File: config.mk
export PLATFORM = sky130hd
export DESIGN_NAME = pipeline_stall_controller
export DESIGN_NICKNAME = d
export VERILOG_FILES = /design/src/rtl/pipeline_stall_controller.sv
export SDC_FILE = /design/constraint.sdc
export NUM_CORES = 1
export LEC_CHECK = 0
export ABC_CLOCK_PERIOD_IN_PS = 1900
export CAP_MARGIN = 25
export CORE_ASPECT_RATIO = 1.25
export CORE_MARGIN = 1.5
export CORE_UTILIZATION = 30
export DETAILED_ROUTE_END_ITERATION = 8
export GPL_TIMING_DRIVEN = 0
export PLACE_DENSITY = 0.7
export SETUP_SLACK_MARGIN = 0.3
export SYNTH_ARGS = -nofsm -noshare
export SYNTH_HDL_FRONTEND = slang
export SYNTH_SLANG_ARGS = --single-unit
File: constraint.sdc
create_clock -name clk -period 1.9 [get_ports clk]
set_input_delay 0.19 -clock clk [delete_from_list [all_inputs] [get_ports clk]]
set_output_delay 0.19 -clock clk [all_outputs]
set_load 0.01 [all_outputs]
File: src/rtl/pipeline_stall_controller.sv
// Pipeline stall/flush controller: arbitrates memory freeze, taken-branch flush and load-use stall,
// with a data-memory wait watchdog. Define PIPE_STALL_STATS_EN to build the saturating stall statistics counters.
module pipeline_stall_controller #(
    parameter int MEM_TIMEOUT = 255,
    parameter int CNT_W       = 32
) (
    input  logic             clk,
    input  logic             rst_n,
    input  logic             load_use_stall,
    input  logic             branch_taken,
    input  logic             mem_access,
    input  logic             dmem_ready,
    output logic             dmem_valid,
    output logic             pc_en,
    output logic             if_id_en,
    output logic             id_ex_en,
    output logic             ex_mem_en,
    output logic             if_id_flush,
    output logic             id_ex_flush,
    output logic             mem_wb_bubble,
    output logic             mem_timeout,
    output logic [CNT_W-1:0] cnt_load_use,
    output logic [CNT_W-1:0] cnt_mem_wait,
    output logic [CNT_W-1:0] cnt_flush
);

    typedef enum logic [1:0] {
        ST_RUN      = 2'd0,
        ST_MEM_WAIT = 2'd1,
        ST_ERROR    = 2'd2
    } state_t;

    localparam logic [8:0] WAIT_LIMIT = 9'(MEM_TIMEOUT);

    state_t     state_q, state_d;
    logic [7:0] wait_cnt_q, wait_cnt_d;
    logic       mem_timeout_q, mem_timeout_d;
    logic [8:0] wait_inc;

    logic freeze;
    logic blocked;
    logic branch_cyc;
    logic load_use_cyc;

    // Request is withdrawn during reset so an abandoned access never reaches memory.
    assign dmem_valid   = rst_n && mem_access && (state_q != ST_ERROR);
    assign freeze       = dmem_valid && !dmem_ready;
    assign blocked      = freeze || (state_q == ST_ERROR);
    assign branch_cyc   = !blocked && branch_taken;
    assign load_use_cyc = !blocked && !branch_taken && load_use_stall;

    assign pc_en         = !blocked && !load_use_cyc;
    assign if_id_en      = !blocked && !load_use_cyc;
    assign id_ex_en      = !blocked;
    assign ex_mem_en     = !blocked;
    assign if_id_flush   = branch_cyc;
    assign id_ex_flush   = branch_cyc || load_use_cyc;
    assign mem_wb_bubble = blocked;
    assign mem_timeout   = mem_timeout_q;

    assign wait_inc = {1'b0, wait_cnt_q} + 9'd1;

    // Wait counter holds the number of consecutive freeze cycles seen so far.
    always_comb begin
        state_d       = state_q;
        wait_cnt_d    = wait_cnt_q;
        mem_timeout_d = mem_timeout_q;
        case (state_q)
            ST_RUN: begin
                if (freeze) begin
                    if (9'd1 >= WAIT_LIMIT) begin
                        state_d       = ST_ERROR;
                        mem_timeout_d = 1'b1;
                    end else begin
                        state_d    = ST_MEM_WAIT;
                        wait_cnt_d = 8'd1;
                    end
                end
            end
            ST_MEM_WAIT: begin
                if (freeze) begin
                    if (wait_inc >= WAIT_LIMIT) begin
                        state_d       = ST_ERROR;
                        mem_timeout_d = 1'b1;
                    end else begin
                        wait_cnt_d = wait_inc[7:0];
                    end
                end else begin
                    state_d    = ST_RUN;
                    wait_cnt_d = 8'd0;
                end
            end
            ST_ERROR: begin
                mem_timeout_d = 1'b1;
            end
            default: begin
                state_d    = ST_RUN;
                wait_cnt_d = 8'd0;
            end
        endcase
    end

    always_ff @(posedge clk or negedge rst_n) begin
        if (!rst_n) begin
            state_q       <= ST_RUN;
            wait_cnt_q    <= 8'd0;
            mem_timeout_q <= 1'b0;
        end else begin
            state_q       <= state_d;
            wait_cnt_q    <= wait_cnt_d;
            mem_timeout_q <= mem_timeout_d;
        end
    end

`ifdef PIPE_STALL_STATS_EN
    logic [2:0]         stat_inc;
    logic [3*CNT_W-1:0] stat_all;

    // Slot order: 0 = load-use, 1 = memory freeze, 2 = branch flush.
    assign stat_inc = {branch_cyc, freeze, load_use_cyc};

    generate
        for (genvar gi = 0; gi < 3; gi++) begin : g_stat
            logic [CNT_W-1:0] cnt_q, cnt_d;

            always_comb begin
                cnt_d = cnt_q;
                if (stat_inc[gi] && (cnt_q != {CNT_W{1'b1}})) begin
                    cnt_d = cnt_q + CNT_W'(1);
                end
            end

            always_ff @(posedge clk or negedge rst_n) begin
                if (!rst_n) begin
                    cnt_q <= '0;
                end else begin
                    cnt_q <= cnt_d;
                end
            end

            assign stat_all[gi*CNT_W +: CNT_W] = cnt_q;
        end
    endgenerate

    assign cnt_load_use = stat_all[0*CNT_W +: CNT_W];
    assign cnt_mem_wait = stat_all[1*CNT_W +: CNT_W];
    assign cnt_flush    = stat_all[2*CNT_W +: CNT_W];
`else
    assign cnt_load_use = '0;
    assign cnt_mem_wait = '0;
    assign cnt_flush    = '0;
`endif

endmodule

==> flow_summary.json <==
{
  "status": "completed",
  "yosysWarnings": 0,
  "dieArea_sq_um": 5571,
  "worst_pin_slew_ns": 0.5382,
  "first_iter_violations": 28,
  "hold_class": "register to register",
  "startpoint_type": "register",
  "p_clk_share_pct": 26.0,
  "syn_avg_cell_area_sq_um": 8.016,
  "setup_viol": 0,
  "numCtsBuffers": 3,
  "p_int_mw": 0.6149,
  "seq_power_share_pct": 28.5,
  "fin_area_sq_um": 2335,
  "slowest_delay_ns": 0.45,
  "synthCells": 192,
  "cp_slowest_cell": "dfrtp_2",
  "worstSetupPathType": "register to register",
  "setup_tns_ns": 0,
  "die_x_um": 67.06,
  "p_comb_share_pct": 45.5,
  "clock_latency_ns": 0.24,
  "timing.fmax_mhz": 614.3,
  "p_sw_share_pct": 33.41,
  "path_cells": "inv_2 -> ha_4 -> nor2_2 -> o2111ai_4 -> o21a_4 -> o211ai_1",
  "cts_buffer_depth": 2,
  "vias_per_cell": 3.531,
  "power.leakage_nw": 1.348,
  "num-fill-cells": 476,
  "path_buf_inv": 1,
  "gp_congestion": 0.8038,
  "maxCapViolCount": 0,
  "layout.nets": 324,
  "slew_headroom_pct": 64.00,
  "worst-path-max-fanout": 6,
  "cts_max_level": 1,
  "timing.final.crit_share_pct": 85.67,
  "worst-path-stages": 6,
  "critPathCaptureType": "register",
  "pin_count": 111,
  "wl_mm": 3.151,
  "coreArea_sq_um": 4835,
  "synth_area_sq_um": 1539,
  "drt-wirelength-per-cell_um": 8.403,
  "cts_tree": "done",
  "synth_cell_types": 39,
  "critPathArrivalTime_ns": 1.78,
  "critPathLaunch": "wait_cnt_q[0]",
  "yosysSeqAreaShare_pct": 17.89,
  "cts_root_buf": "clkbuf_8",
  "holdWs_ns": 0.4759,
  "ys_ff_latch": 11,
  "r2r-start": "wait_cnt_q[0]",
  "grt_pass1_vias": 987,
  "worstPathRequired_ns": 2.05,
  "r2r_slack_ns": 0.27,
  "clk_pin_slew_ns": 0.06,
  "dpl-instance-area_sq_um": 2111,
  "hold_path_depth": 1,
  "dp_hpwl_mm": 2.300,
  "final_common_cell": "buf_4",
  "firstDrtPassIters": 4,
  "final_hold_viol_count": 0,
  "grt_max_degree": 12,
  "fin_crit_ns": 1.628,
  "grt_usage_pct": 10.30,
  "path_delay_family": "compound AO/OA/AOI/OAI gates",
  "num_antenna_cells": 0,
  "powerDensity_nw_per_um2": 395.5,
  "final_cell_mix": "110 x buf_4, 96 x conb_1, 11 x nand2_1",
  "grt-ovfl-total": 0,
  "ff2ff_path_depth": 6,
  "fin_ws_ns": 0.2722,
  "hp-start": "mem_timeout",
  "start_util_pct": 31.83,
  "slew_viol_final": 0,
  "dpl_worst_slack_ns": -0.5472,
  "areaGrowthSynthToFinish_pct": 51.71,
  "placed_cells": 361,
  "antenna_found_initial": 0,
  "vias": 1324,
  "rsz0062_at_grt": "true",
  "fin_skew_ns": 0.009647,
  "cts_sinks": 11,
  "postRouteAntennaNets": 0,
  "die_h_um": 83.08,
  "layout-drive-gt1-share_pct": 43.81,
  "io_buffers": 14,
  "finalNonFillerCells": 375,
  "drc": 0,
  "grt_first_pass_wirelength_mm": 4.547,
  "num_rows": 28,
  "peakVddDrop_mv": 0.2891,
  "p_sw_mw": 0.3085
}
[registers in the layout (all words and copies together), names as in the netlist]
name	count
wait_cnt_q	8
mem_timeout	1
state_q	2
[cells in the mapped netlist]
cell        n  area, sq um
buf_4      99        743.2
dfrtp_1    11        275.3
nand2_1    11        41.29
nor2_1      7        26.28
inv_1       5        18.77
nand3_1     5        25.02
o211ai_1    4        30.03
buf_2       3        15.01
nand2b_1    3        18.77
o21ai_0     3        15.01
o22ai_1     3        18.77
a21o_1      2        15.01
a21oi_1     2        10.01
a31oi_1     2        12.51
ha_1        2        25.02
mux2i_1     2        20.02
nand4_1     2        12.51
nor2b_1     2        12.51
o2111ai_1   2        17.52
o21a_1      2        15.01
o21ai_1     2        10.01
a311o_1     1        10.01
a41o_1      1        10.01
and2_0      1        6.260
and2_1      1        6.260
and3_1      1        6.260
and4_1      1        8.760
and4bb_1    1        12.51
buf_1       1        3.750
clkbuf_1    1        3.750
conb_1      1        3.750
nand4bb_1   1        11.26
nor4b_1     1        8.760
o2111ai_2   1        15.01
o211a_1     1        10.01
o221a_2     1        11.26
or3b_2      1        8.760
xor2_1      1        8.760
xor2_2      1        16.27
[power by group through the flow]
stage	logic, mW	clock network (mW)	registers (mW)
3_5_place_dp	0.352	0	0.262
2_1_floorplan	0.295	0	0.259
6_report	0.420	0.240	0.263
3_3_place_gp	0.350	0	0.262
5_1_grt	0.457	0.258	0.264
4_1_cts	0.393	0.241	0.262
[final cells by class]
| type | count | area [sq um] | share of cell area, % |
|---|---|---|---|
| clock buffer | 4 | 45.04 | 1.929 |
| multi-input combinational | 167 | 945.9 | 40.51 |
| timing repair buffer | 24 | 200.2 | 8.574 |
| tap | 60 | 75.07 | 3.215 |
| inverter | 5 | 18.77 | 0.8039 |
| buffer | 104 | 770.7 | 33.01 |
| sequential | 11 | 279.0 | 11.95 |
[metrics by stage]
stage	utilization, %	power, mW
floorplan	-	0.5542
global placement	43.66	0.6117
detailed placement	43.66	0.6144
CTS	46.89	0.8951
global route	48.29	0.9792
finish	48.29	0.9233
[worst paths after layout]
check                           endpoint
min                          mem_timeout
max in group asynchronous     state_q[0]
min in group asynchronous  wait_cnt_q[0]
max reg2reg                wait_cnt_q[0]
min reg2reg                  mem_timeout
max                        wait_cnt_q[0]
[per-layer routing]
layer	share of wire, %	track usage (%)
met5	0	0
met4	1.1	3.525
met3	14	3.388
met2	52	18.63
met1	32	10.69
[cell families (layout without fill, tap and decap cells)]
| group | after synthesis | after routing | share of synthesized area, % |
|---|---|---|---|
| AO/OA/AOI/OAI | 27 | 27 | 13.01 |
| XOR/XNOR | 2 | 2 | 1.626 |
| adder cells (fa/ha/maj) | 2 | 2 | 1.626 |
| buffers and inverters | 109 | 137 | 50.97 |
| flip-flops | 11 | 11 | 17.89 |
| multiplexers | 2 | 2 | 1.301 |
| other | 1 | 96 | 0.2437 |
| AND/OR/NAND/NOR | 38 | 38 | 13.33 |
[repair_timing]
action	CTS	global route
endpoints found under the setup margin	18	13
resized for setup	30	15
hold endpoints to repair	11	0
buffers inserted	6	3
hold buffers	1	0
pin swaps	5	5
(Power assumes the default switching activity.)
